## src/rtl/alu_pkg.sv

```systemverilog
// Shared ALU definitions: datapath width, opcode map and sequencer states.
// The operand-save stage imports the same W so both sides agree on nibble size.
package alu_pkg;

  localparam int W         = 4;
  localparam int MUL_STEPS = 4;

  localparam logic [2:0] OP_ADD = 3'b000;
  localparam logic [2:0] OP_SUB = 3'b001;
  localparam logic [2:0] OP_AND = 3'b010;
  localparam logic [2:0] OP_OR  = 3'b011;
  localparam logic [2:0] OP_XOR = 3'b100;
  localparam logic [2:0] OP_NOT = 3'b101;
  localparam logic [2:0] OP_MUL = 3'b110;
  localparam logic [2:0] OP_SHL = 3'b111;

  typedef enum logic [1:0] {
    ST_IDLE,
    ST_EXEC,
    ST_MUL,
    ST_DONE
  } state_e;

endpackage

```

## src/rtl/alu_mul_step.sv

```systemverilog
// One shift-add multiply iteration: adds A<<step into the accumulator when B[step] is set.
module alu_mul_step #(
  parameter int W  = alu_pkg::W,
  parameter int SW = $clog2(W)
) (
  input  logic [2*W-1:0] acc,
  input  logic [W-1:0]   a,
  input  logic [W-1:0]   b,
  input  logic [SW-1:0]  step,
  output logic [2*W-1:0] acc_next
);

  logic [2*W-1:0] addend;

  always_comb begin
    addend   = (2*W)'(a) << step;
    acc_next = b[step] ? acc + addend : acc;
  end

endmodule

```

## src/rtl/alu_seq_core.sv

```systemverilog
// Sequential 4-bit ALU execution stage: single-cycle logic/arith ops plus an
// iterative shift-add multiply, returning result, flags and destination with a done pulse.
module alu_seq_core #(
  parameter int W         = alu_pkg::W,
  parameter int MUL_STEPS = alu_pkg::MUL_STEPS
) (
  input  logic         clk,
  input  logic         rst_n,
  input  logic         start,
  input  logic [2:0]   op,
  input  logic         dest,
  input  logic [W-1:0] data_inA,
  input  logic [W-1:0] data_inB,
  output logic [W-1:0] data_result,
  output logic [W-1:0] product_hi,
  output logic         carry,
  output logic         zero,
  output logic         busy,
  output logic         done,
  output logic         pos_save
);

  import alu_pkg::*;

  localparam int SW = $clog2(W);

  state_e         state_q, state_d;
  logic [2:0]     op_q, op_d;
  logic           dest_q, dest_d;
  logic [W-1:0]   a_q, a_d;
  logic [W-1:0]   b_q, b_d;
  logic [2*W-1:0] acc_q, acc_d;
  logic [SW-1:0]  step_q, step_d;
  logic [W-1:0]   result_q, result_d;
  logic [W-1:0]   prod_hi_q, prod_hi_d;
  logic           carry_q, carry_d;
  logic           zero_q, zero_d;
  logic           pos_save_q, pos_save_d;

  logic [2*W-1:0] acc_nxt;
  logic [W-1:0]   exec_res;
  logic           exec_carry;
  logic [W:0]     sum, diff, shl;

  alu_mul_step #(.W(W), .SW(SW)) u_mul_step (
    .acc      (acc_q),
    .a        (a_q),
    .b        (b_q),
    .step     (step_q),
    .acc_next (acc_nxt)
  );

  // Bit W of the widened shift holds the last bit shifted out (0 for a zero shift).
  always_comb begin
    sum        = {1'b0, a_q} + {1'b0, b_q};
    diff       = {1'b0, a_q} - {1'b0, b_q};
    shl        = {1'b0, a_q} << b_q[SW-1:0];
    exec_res   = a_q;
    exec_carry = 1'b0;
    case (op_q)
      OP_ADD: begin exec_res = sum[W-1:0];  exec_carry = sum[W];  end
      OP_SUB: begin exec_res = diff[W-1:0]; exec_carry = diff[W]; end
      OP_AND: exec_res = a_q & b_q;
      OP_OR:  exec_res = a_q | b_q;
      OP_XOR: exec_res = a_q ^ b_q;
      OP_NOT: exec_res = ~a_q;
      OP_SHL: begin exec_res = shl[W-1:0];  exec_carry = shl[W];  end
      default: begin exec_res = a_q; exec_carry = 1'b0; end
    endcase
  end

  always_comb begin
    state_d    = state_q;
    op_d       = op_q;
    dest_d     = dest_q;
    a_d        = a_q;
    b_d        = b_q;
    acc_d      = acc_q;
    step_d     = step_q;
    result_d   = result_q;
    prod_hi_d  = prod_hi_q;
    carry_d    = carry_q;
    zero_d     = zero_q;
    pos_save_d = pos_save_q;
    case (state_q)
      ST_IDLE: begin
        if (start) begin
          op_d    = op;
          dest_d  = dest;
          a_d     = data_inA;
          b_d     = data_inB;
          acc_d   = '0;
          step_d  = '0;
          state_d = (op == OP_MUL) ? ST_MUL : ST_EXEC;
        end
      end
      ST_EXEC: begin
        result_d   = exec_res;
        prod_hi_d  = '0;
        carry_d    = exec_carry;
        zero_d     = (exec_res == '0);
        pos_save_d = dest_q;
        state_d    = ST_DONE;
      end
      ST_MUL: begin
        acc_d  = acc_nxt;
        step_d = step_q + SW'(1);
        if (step_q == SW'(MUL_STEPS - 1)) begin
          result_d   = acc_nxt[W-1:0];
          prod_hi_d  = acc_nxt[2*W-1:W];
          carry_d    = |acc_nxt[2*W-1:W];
          zero_d     = (acc_nxt[W-1:0] == '0);
          pos_save_d = dest_q;
          state_d    = ST_DONE;
        end
      end
      ST_DONE: state_d = ST_IDLE;
      default: state_d = ST_IDLE;
    endcase
  end

  always_ff @(posedge clk or negedge rst_n) begin
    if (!rst_n) begin
      state_q    <= ST_IDLE;
      op_q       <= '0;
      dest_q     <= 1'b0;
      a_q        <= '0;
      b_q        <= '0;
      acc_q      <= '0;
      step_q     <= '0;
      result_q   <= '0;
      prod_hi_q  <= '0;
      carry_q    <= 1'b0;
      zero_q     <= 1'b0;
      pos_save_q <= 1'b0;
    end else begin
      state_q    <= state_d;
      op_q       <= op_d;
      dest_q     <= dest_d;
      a_q        <= a_d;
      b_q        <= b_d;
      acc_q      <= acc_d;
      step_q     <= step_d;
      result_q   <= result_d;
      prod_hi_q  <= prod_hi_d;
      carry_q    <= carry_d;
      zero_q     <= zero_d;
      pos_save_q <= pos_save_d;
    end
  end

  assign data_result = result_q;
  assign product_hi  = prod_hi_q;
  assign carry       = carry_q;
  assign zero        = zero_q;
  assign pos_save    = pos_save_q;
  assign busy        = (state_q != ST_IDLE);
  assign done        = (state_q == ST_DONE);

endmodule

```

## config.mk

```make
export PLATFORM = sky130hd
export DESIGN_NAME = alu_seq_core
export DESIGN_NICKNAME = d
export VERILOG_FILES = /design/src/rtl/alu_pkg.sv /design/src/rtl/alu_mul_step.sv /design/src/rtl/alu_seq_core.sv
export SDC_FILE = /design/constraint.sdc
export NUM_CORES = 1
export LEC_CHECK = 0
export CORE_ASPECT_RATIO = 1.75
export CORE_MARGIN = 1.5
export CORE_UTILIZATION = 48
export CTS_BUF_LIST = sky130_fd_sc_hd__clkbuf_4 sky130_fd_sc_hd__clkbuf_8 sky130_fd_sc_hd__clkbuf_16
export DETAILED_ROUTE_END_ITERATION = 12
export PLACE_DENSITY = 0.72
export SYNTH_ARGS = -nofsm -noshare
export SYNTH_HDL_FRONTEND = slang
export SYNTH_HIERARCHICAL = 1
export SYNTH_SLANG_ARGS = --single-unit
```

## constraint.sdc

```tcl
create_clock -name clk -period 2.6 [get_ports clk]
set_input_delay 0.52 -clock clk [delete_from_list [all_inputs] [get_ports clk]]
set_output_delay 0.52 -clock clk [all_outputs]
set_load 0.005 [all_outputs]
```

After elaboration in Yosys (flattened, before gate mapping):

Index checks and enable logic that the tools add are counted.

* memory bits (read-only): 0
* register bits after elaboration: 35
* output and inout bits: 13
* memories: 0
* RAM bits: 0
* bits in latches: 0

* $lt $le $gt $ge: 1
* divide/modulo/power cells: 0
* multipliers: 0
* reduce and logical (&&, ||, !) cells: 12
* equal/unequal tests: 13
* add/subtract/negate cells: 4
* multiplexer cells: 23
* bitwise gates (word level): 4
* shift operators: 2

Operators by type and width (number)
* $pmux W4 S7: 1
* $mux W8: 2
* $pmux W4 S2: 2
* $pmux W8 S2: 1
* $eq A3 B3 Y1 const B: 4
* $add A8 B8 Y8: 1
* $logic_not A4 Y1: 2
* $mux W2: 4
* $mux W4: 2
* $pmux W2 S4: 1
* $reduce_and A2 Y1: 4
* $shl A4 B2 Y8: 1
* $eq A2 B2 Y1 const B: 3
* $eq A3 B2 Y1 const B: 2
* $pmux W1 S2: 3
* $reduce_bool A2 Y1: 3
* $add A4 B4 Y5: 1
* $shl A4 B2 Y5: 1
* $sub A4 B4 Y5: 1
* $and A4 B4 Y4: 1
* $mux W1: 4
* $ne A2 B2 Y1 const B: 2
* $not A4 Y4: 1
* $or A4 B4 Y4: 1
* other kinds (11): 11

Depth between registers and ports, before layout:

Gate-level depths: netlist (run 1).

* word-level depth: 6
* gate-level depth with buffers: 14
* mapped depth without buffers: 13

Modules after synthesis:

Netlist (run 1), hierarchy kept.

Modules (own cells, without submodules)
* alu_seq_core: sequential area each 875.8 sq um, cells each 221, area each 2205.9 sq um, instances 1
* alu_mul_step: sequential area each 0.0 sq um, cells each 61, area each 508.0 sq um, instances 1

Worst setup path before layout (run 1):

Ideal clock, no wire load.

* kind: reg2reg
* start point: register step_q[0]
* end point: register carry_q (netlist: carry)
* data required time: 2.468 ns
* stages on the path, launching flop included: 15
* arrival time: 2.431 ns
* clock period less this slack: 2.563 ns
* library setup time: 0.132 ns
* setup slack: 0.037 ns
* path through: dfrtp_1 > buf_2 > mux2i_1 > or2_2 > inv_1 > ha_1 > a211oi_1 > o21ai_0 > a211oi_1 > nor2_1 > xor2_1 > nor4_1 > nand2_1 > o21ai_1 > o21ai_1

* longest elaborated chain between the ends: 6

Ends and longest elaborated chain
* start, declared: RTL line alu_seq_core.sv:33 `logic [SW-1:0] step_q, step_d;`
* start signal, assigned: RTL line alu_seq_core.sv:143 `step_q <= step_d;`
* $shl A4 B2 Y8 or $bmux W1 S2 (tied branches): RTL line alu_mul_step.sv:16, alu_mul_step.sv:17
* $add A8 B8 Y8 or $mux W1 (tied branches): RTL line alu_mul_step.sv:17 `acc_next = b[step] ? acc + addend : acc;`
* $mux W8 (*): RTL line alu_mul_step.sv:17
* via acc_nxt[7]: RTL line alu_seq_core.sv:40 `logic [2*W-1:0] acc_nxt;`
* $reduce_or A4 Y1 (*): RTL line alu_seq_core.sv:111 `carry_d = |acc_nxt[2*W-1:W];`
* $mux W1 (*): RTL line alu_seq_core.sv:108 `if (step_q == SW'(MUL_STEPS - 1)) begin`
* $pmux W1 S2 (*): RTL line alu_seq_core.sv:85 `case (state_q)`
* end signal, assigned: RTL line alu_seq_core.sv:146 `carry_q <= carry_d;`
* end, declared: RTL line alu_seq_core.sv:36 `logic carry_q, carry_d;`

The timed path passes the listed nets; every way through them passes the cells marked *. The select of a mux whose other input is x is not followed.
A chain may end at the register's enable or synchronous reset.

Worst setup path after layout (run 1):

Same ends and word-level chain as after synthesis.

==> metrics.md, run 1 <==
| Metric | Value |
|---|---|
| Run status | `finished with violations` |
| Failing checks | `negative setup slack` |
| Gr ovfl total | `0` |
| Hold violation total from the final report | `0` |
| Hold WC Path Type | `reg -> reg` |
| Sequential cell area fraction in the yosys report | `between 30% and 40%` |
| Crit Path Class | `reg -> reg` |
| Pin count of the biggest net entering global routing | `36` |
| Timing-limited maximum frequency | `382.8 MHz` |
| Synthesis-to-layout area growth | `24.48%` |
| Worst hold path depth | `2` |
| TritonCTS clock tree | `done` |
| Overall global routing resource usage | `22.62%` |
| Drt via density | `between 5 and 6` |
| Number of setup violations in the final report | `1` |
| Number of DRC violations after detailed routing | `0` |
| Clock Latency Late Sink | `0.28 ns` |
| Number of antenna violations at the first check in global routing | `0` |
| Routed wire length per instance | `around 16 um` |
| Async SR Flop Fraction | `100.0%` |
| Endpoint, Worst Hold | `product_hi[0]$_DFFE_PN0P_` |
| Worst path cell trace | `mux2i_2 > or2_4 > inv_1 > ha_4 > a211oi_2 > o21ai_2 > o21ai_1 > xor2_1 > a21oi_2 > nor4_4 > nand2_1 > o21ai_2 > o21ai_1` |
| Final period utilization | `100.5%` |
| Global-route wire length before repair | `10.44 mm` |
| Max-slew headroom | `about 44%` |
| Total power after layout | `0.005022 W` |
| Clock buffer count from CTS | `5` |
| Number of unique standard cell types used by synthesis | `56` |
| Endpoint of the worst-slack reg-to-reg timing path | `carry$_DFFE_PN0P_` |
| Cell Area, Synth | `0.002714 mm2` |
| Largest clock skew in the final design | `0.008558 ns` |
| Mean post-synth cell area | `9.624 um2` |
| Fin util | `61.48%` |
| Final Max Tran Viols | `0` |
| Maximum vdd drop | `~0.00063 V` |
| Leading cell types by total area after synthesis | `sky130_fd_sc_hd__dfrtp_1 (32%), sky130_fd_sc_hd__ha_1 (11%), sky130_fd_sc_hd__mux2_1 (5.4%), sky130_fd_sc_hd__mux2i_1 (4.1%), sky130_fd_sc_hd__nand2_1 (3.5%)` |
| Tightest Pin Transition | `between 0.8 and 0.9 ns` |
| Routed WL | `6.511 mm` |
| Setup slack of the most critical reg-to-reg path | `-0.01 ns` |
| Count of inserted antenna diode cells | `0` |
| Number of inserted filler cells in the final layout | `486` |
| Number of warnings printed during yosys synthesis | `6` |
| Via count | `2,284` |
| Lkg Pwr | `roughly 1.5 nW` |
| Chip height | `102.5 um` |
| Number of global-route vias before repair | `2,268` |
| Most common flop cell mapped by yosys | `sky130_fd_sc_hd__dfrtp_1` |
| Starting DRT DRC Count | `58` |
| Most area-hungry cell type in the Yosys netlist | `sky130_fd_sc_hd__dfrtp_1` |
| R2r worst-path depth | `13` |
| Min Tclk post-route | `2.613 ns` |
| Multi-input logic area | `0.001754 mm2` |
| Placer congestion estimate | `0.8675` |
| I/O pin cnt | `28` |
| CTS Sinks | `35` |
| Number of instances in the synthesized netlist | `282` |
| Core area | `0.005495 mm2` |
| Setup crit end kind | `flip-flop` |
| Clock transition at the registers of the reported paths | `about 0.08 ns` |
| WP data arrival | `2.79 ns` |
| Largest stage delay, worst path | `roughly 0.47 ns` |
| Detailed placement HPWL | `4.947 mm` |
| # nets final | `369` |
| Most common cell after layout, fill and taps aside | `sky130_fd_sc_hd__dfrtp_1` |
| Number of flip-flops and latches in the synthesized netlist | `35` |
| Register cell area after layout | `877.1 um2` |
| Number of buffers inserted by port buffering | `27` |
| Crit path max fanout | `5` |
| DIE AREA | `slightly above 0.006 mm2` |
| Fraction of synthesized cell area taken by the top area cell type | `32.27%` |
| Required time of the critical path | `2.77 ns` |
| Worst Slack Setup Final | `-0.01250 ns` |
| Worst Setup Start Kind | `flip-flop` |
| Power density normalized to cell area | `between 1000 and 1500 mW/mm2` |
| Origin of the critical flop-to-flop path | `step_q[0]$_DFFE_PN0P_` |
| Post-Synthesis Net Count | `324` |
| Remaining antenna violation count | `0` |
| H-tree depth | `2` |
| Die Wd | `59.84 um` |
| Number of flops mapped to enable cells by yosys | `0` |
| Commonest non-fill, non-tap cells in the layout | `sky130_fd_sc_hd__dfrtp_1 (34), sky130_fd_sc_hd__clkdlybuf4s50_1 (27), sky130_fd_sc_hd__nand2_1 (25)` |
| Share of post-route cells with drive strength above 1 | `19.51%` |
| Count of standard-cell rows | `36` |
| Number of violations of the max-capacitance limit | `0` |
| Worst min-delay path startpoint | `product_hi[0]$_DFFE_PN0P_` |
| Unrepaired setup endpoints after global routing | `yes` |
| Clock Root Buffer | `sky130_fd_sc_hd__clkbuf_8` |
| Worst path slowest cell | `sky130_fd_sc_hd__dfrtp_2` |
| Total of hold buffers inserted after clock tree synthesis | `0` |
| Effective utilization at floorplan | `between 40% and 50%` |
| 1st-pass router iterations | `4` |
| Worst setup path startpoint | `step_q[0]$_DFFE_PN0P_` |
| Maximum clock insertion buffer count | `2` |
per-layer routing:
| metal | vias up | global-route usage (%) | wire length (um) |
|---|---|---|---|
| li1 | 1098 | - | - |
| met2 | 43 | 40.55 | 3540 |
| met4 | 0 | 12.31 | 270 |
| met3 | 19 | 2.405 | 100 |
| met1 | 1124 | 25.10 | 2600 |
| met5 | - | 0 | 0 |
final cells by class:
class,instances,share of cell area [%]
sequential,35,25.96
timing repair buffer,52,13.78
multi-input combinational,211,51.93
tap,76,2.815
clock buffer,8,3.074
inverter,22,2.444
worst max-delay path, delay by kind of cell (launching register included):
kind	cells	cell delay, ns
XOR/XNOR	1	0.22
flip-flops	1	0.47
AND/OR/NAND/NOR	3	0.64
multiplexers	1	0.18
AO/OA/AOI/OAI	6	0.70
adder cells (fa/ha/maj)	1	0.20
buffers and inverters	1	0.09
cell usage after synthesis (all sizes together) (2+ instances only):
library cell  instances
clkbuf                4
nor2b                 5
or3                   2
nand2b                3
a31oi                 3
nor3                  3
o21bai                2
inv                  22
a21o                  2
nor4bb                2
nor2                 13
or2                   3
and2                  2
nor3b                 2
nand2                25
nand3                 3
mux2i                11
ha                   24
o21ai                22
xnor2                 4
buf                  10
xor2                  4
a311oi                2
fa                    3
o31a                  2
o21a                  3
nor4                  2
mux2                 19
a21oi                13
dfrtp                35
o22ai                 3
a211oi                3
a22o                  9
o311ai                3
mux4                  2
stage by stage:
step | setup TNS [ns] | setup slack [ns] | area [um2] | cells | hold slack, ns
3_3_place_gp | 0 | 0.008167 | 3153 | 393 | 0.4613
4_1_cts | 0 | 0.0002196 | 3324 | 403 | 0.4889
3_5_place_dp | -0.1924 | -0.1924 | 3153 | 393 | 0.4722
2_1_floorplan | 0 | 0.03658 | 2714 | 282 | 0.2244
6_report | -0.01250 | -0.01250 | 3378 | 404 | 0.4805
5_1_grt | -0.1712 | -0.1294 | 3378 | 404 | 0.5093
worst max path at each step:
stage	end	slack (ns)	cells past startpoint
2_1_floorplan	carry$_DFFE_PN0P_	0.04	14
3_3_place_gp	carry$_DFFE_PN0P_	0.008	13
3_5_place_dp	carry$_DFFE_PN0P_	-0.19	13
4_1_cts	carry$_DFFE_PN0P_	0.0002	12
5_1_grt	carry$_DFFE_PN0P_	-0.13	13
6_report	carry$_DFFE_PN0P_	-0.01	13
state kept, by name, summed over array words and instances, names as in the netlist:
| signal | cells |
|---|---|
| pos_save | 1 |
| zero | 1 |
| op_q | 3 |
| b_q | 4 |
| a_q | 4 |
| dest_q | 1 |
| data_result | 4 |
| state_q | 2 |
| step_q | 2 |
| carry | 1 |
| product_hi | 4 |
| acc_q | 8 |
repair_timing:
item | CTS | global route
setup endpoints to repair | 1 | 6
gates resized for setup | 12 | 14
setup buffers | 2 | 1
gates cloned | 0 | 0
pin swaps | 7 | 4
kinds of logic (layout without fill, tap and decap cells):
group	after synthesis	after routing	share of synthesized area [%]
AO/OA/AOI/OAI	76	76	18.90
buffers and inverters	36	82	6.408
XOR/XNOR	8	8	2.582
AND/OR/NAND/NOR	68	68	12.40
adder cells (fa/ha/maj)	27	27	13.28
multiplexers	32	32	14.15
flip-flops	35	35	32.27
where the power goes:
| part | internal, W | switching (W) | leakage [nW] |
|---|---|---|---|
| combinational | 0.00173 | 0.00177 | 1.03 |
| sequential | 0.000780 | 0.000295 | 0.443 |
| clock | 0.000253 | 0.000201 | 0.0549 |
| total | 0.00276 | 0.00226 | 1.53 |
Power figures use the tool's default switching activity.
==> run 2: changes to the inputs <==
--- a/config.mk
+++ b/config.mk
@@ -5,12 +5,13 @@
 export SDC_FILE = /design/constraint.sdc
 export NUM_CORES = 1
 export LEC_CHECK = 0
+export CAP_MARGIN = 20
 export CORE_ASPECT_RATIO = 1.75
 export CORE_MARGIN = 1.5
 export CORE_UTILIZATION = 48
 export CTS_BUF_LIST = sky130_fd_sc_hd__clkbuf_4 sky130_fd_sc_hd__clkbuf_8 sky130_fd_sc_hd__clkbuf_16
 export DETAILED_ROUTE_END_ITERATION = 12
-export PLACE_DENSITY = 0.72
+export PLACE_DENSITY = 0.69
 export SYNTH_ARGS = -nofsm -noshare
 export SYNTH_HDL_FRONTEND = slang
 export SYNTH_HIERARCHICAL = 1
==> constraint.sdc (replaced) <==
create_clock -name clk -period 3.4 [get_ports clk]
set_input_delay 0.68 -clock clk [delete_from_list [all_inputs] [get_ports clk]]
set_output_delay 0.68 -clock clk [all_outputs]
set_load 0.005 [all_outputs]
==> run 2 against run 1 <==
The run now ends clean. Global-route usage down 1.8 points. Sequential share of layout area up 2.5 points. Clock skew is 0.00088 ns lower. Clock-buffer cell count decreased by 2. Via count fell by 5.5%. Largest power group unchanged.
==> metrics.md, run 2 (same netlist as run 1, synthesis figures left out) <==
| Metric | Value |
|---|---|
| Origin of the critical flop-to-flop path | `a_q[1]$_DFFE_PN0P_` |
| Worst Setup Start Kind | `flip-flop` |
| Cell internal power dissipation | `0.001782 W` |
| Seq pwr share | `26.9%` |
| Number of violations of the max-capacitance limit | `0` |
| # nets final | `~350` |
| Largest reg by FF count | `acc_q` |
| Largest clock skew in the final design | `0.007680 ns` |
| Clock buffer count from CTS | `5` |
| Overall global routing resource usage | `20.78%` |
| Count of inserted antenna diode cells | `0` |
| Tightest Pin Transition | `0.8159 ns` |
| Lkg Pwr | `~1.4 nW` |
| H-tree depth | `2` |
| Worst path slowest cell | `sky130_fd_sc_hd__dfrtp_1` |
| Via count | `2,159` |
| Worst setup path startpoint | `a_q[1]$_DFFE_PN0P_` |
| Crit Path Class | `reg -> reg` |
| Die Wd | `59.84 um` |
| Starting DRT DRC Count | `66` |
| Maximum clock insertion buffer count | `2` |
| Total of hold buffers inserted after clock tree synthesis | `0` |
| Routed wire length per instance | `15.54 um` |
| Crit path max fanout | `11` |
| Clock Latency Late Sink | `just under 0.3 ns` |
| Global-route wire length before repair | `9.680 mm` |
| Hold WC Path Type | `in -> async` |
| Core area | `0.005495 mm2` |
| Chip height | `102.5 um` |
| Switching Power | `0.001563 W` |
| Timing-limited maximum frequency | `358.9 MHz` |
| Number of DRC violations after detailed routing | `0` |
| Min Tclk post-route | `2.787 ns` |
| Commonest non-fill, non-tap cells in the layout | `sky130_fd_sc_hd__dfrtp_1 (35), sky130_fd_sc_hd__clkdlybuf4s50_1 (26), sky130_fd_sc_hd__nand2_1 (25)` |
| Number of setup violations in the final report | `0` |
| Final period utilization | `81.96%` |
| WP data arrival | `2.94 ns` |
| Final hold slack | `0.4650 ns` |
| Total power after layout | `between 0.003 and 0.004 W` |
| Pin count of the biggest net entering global routing | `36` |
| Final Max Tran Viols | `0` |
| Number of gates resized after cts | `0` |
| Largest stage delay, worst path | `0.56 ns` |
| R2r worst-path depth | `13` |
| Share of post-route cells with drive strength above 1 | `under 10%` |
| Effective utilization at floorplan | `49.39%` |
| Count of standard-cell rows | `36` |
| Remaining antenna violation count | `0` |
| TritonCTS clock tree | `done` |
| Number of global-route vias before repair | `2,116` |
| Clock transition at the registers of the reported paths | `around 0.070 ns` |
| Clock Root Buffer | `sky130_fd_sc_hd__clkbuf_8` |
| Synthesis-to-layout area growth | `13.42%` |
| Setup slack of the most critical reg-to-reg path | `0.61 ns` |
| Most common cell after layout, fill and taps aside | `sky130_fd_sc_hd__dfrtp_1` |
| Hold violation total from the final report | `0` |
| Max-slew headroom | `45.24%` |
| 1st-pass router iterations | `4` |
| Final TNS setup | `0 ns` |
| Drt via density | `5.697` |
| Max reg flops | `8` |
| Power density normalized to cell area | `approximately 1100 mW/mm2` |
| Placer congestion estimate | `0.8596` |
| Worst path cell trace | `mux2i_1 > or2_2 > inv_1 > ha_1 > a211oi_1 > o21ai_0 > a211oi_1 > nor2_1 > xor2_1 > nor4_1 > nand2_1 > o21ai_1 > o21ai_1` |
| Worst Setup EP | `carry$_DFFE_PN0P_` |
| Endpoint of the worst-slack reg-to-reg timing path | `carry$_DFFE_PN0P_` |
| I/O pin cnt | `28` |
| Unrepaired setup endpoints after global routing | `no` |
| Detailed placement HPWL | `4.509 mm` |
| Maximum vdd drop | `0.0005331 V` |
| Post-CTS setup buffer count | `0` |
| Gr ovfl total | `0` |
| Number of antenna violations at the first check in global routing | `0` |
| Setup crit end kind | `flip-flop` |
| Required time of the critical path | `3.55 ns` |
| Routed WL | `between 5 and 6 mm` |
| Run status | `completed` |
| DIE AREA | `0.006132 mm2` |
| CTS Sinks | `35` |
| Fraction of power spent switching nets | `46.72%` |
| Logic pwr share | `63.7%` |
| Share of total power in the clock network | `9.4%` |
| Number of buffers inserted by port buffering | `27` |
[run 2: cell types whose count changed in the layout (fill, tap and decap cells not counted), sizes merged]
cell	previous run	this run
buf	25	2
clkbuf	8	6
clkdlybuf4s50	27	26
clkinv	0	1
[run 2: critical path, delay by kind of cell, from the launching register on]
family	cells	cell delay, ns
AND/OR/NAND/NOR	4	0.72
adder cells (fa/ha/maj)	1	0.23
AO/OA/AOI/OAI	5	0.76
multiplexers	1	0.14
flip-flops	1	0.56
XOR/XNOR	1	0.17
buffers and inverters	1	0.07
[run 2: final cells by class]
| class | instances | area [um2] |
|---|---|---|
| Multi-Input combinational cell | 211 | 1664 |
| Sequential cell | 35 | 875.8 |
| Inverter | 22 | 82.58 |
| Clock buffer | 6 | 82.58 |
| Fill cell | 519 | 2417 |
| Timing Repair Buffer | 28 | 272.8 |
| Clock inverter | 1 | 5.005 |
| Tap cell | 76 | 95.09 |
[run 2: metal layers]
| layer | global-route usage (%) | vias to the layer above | wire [um] |
|---|---|---|---|
| li1 | - | 1047 | - |
| met4 | 10.26 | 0 | 180 |
| met1 | 24.48 | 1051 | 2389 |
| met3 | 2.532 | 14 | 154 |
| met2 | 36.04 | 47 | 3167 |
| met5 | 0 | - | 0 |
[run 2: per-stage QoR]
step                      setup WS [ns]  std cells  utilization, %  cell area, um2
after floorplan                  0.8366        282               -            2714
after global placement           0.6812        372           54.42            2990
after detailed placement         0.5951        372           54.42            2990
after CTS                        0.5788        379           56.01            3078
after global routing             0.3448        379           56.01            3078
final                            0.6135        379           56.01            3078
[run 2: worst min path at each step]
stage	from	end	slack, ns	depth (start not counted)
global route	pos_save$_DFFE_PN0P_	pos_save$_DFFE_PN0P_	0.52	1
CTS	product_hi[0]$_DFFE_PN0P_	product_hi[0]$_DFFE_PN0P_	0.49	2
detailed placement	product_hi[0]$_DFFE_PN0P_	product_hi[0]$_DFFE_PN0P_	0.47	2
finish	rst_n	data_result[0]$_DFFE_PN0P_	0.46	1
floorplan	rst_n	a_q[0]$_DFFE_PN0P_	0.38	0
global placement	dest_q$_DFFE_PN0P_	pos_save$_DFFE_PN0P_	0.46	1
[run 2: power by group through the flow]
stage               sequential [W]  clock [W]  combinational, W
floorplan                 0.000748          0           0.00177
CTS                       0.000900   0.000318           0.00214
detailed placement        0.000909          0           0.00213
finish                    0.000899   0.000315           0.00213
global route              0.000940   0.000330           0.00237
global placement          0.000899          0           0.00210
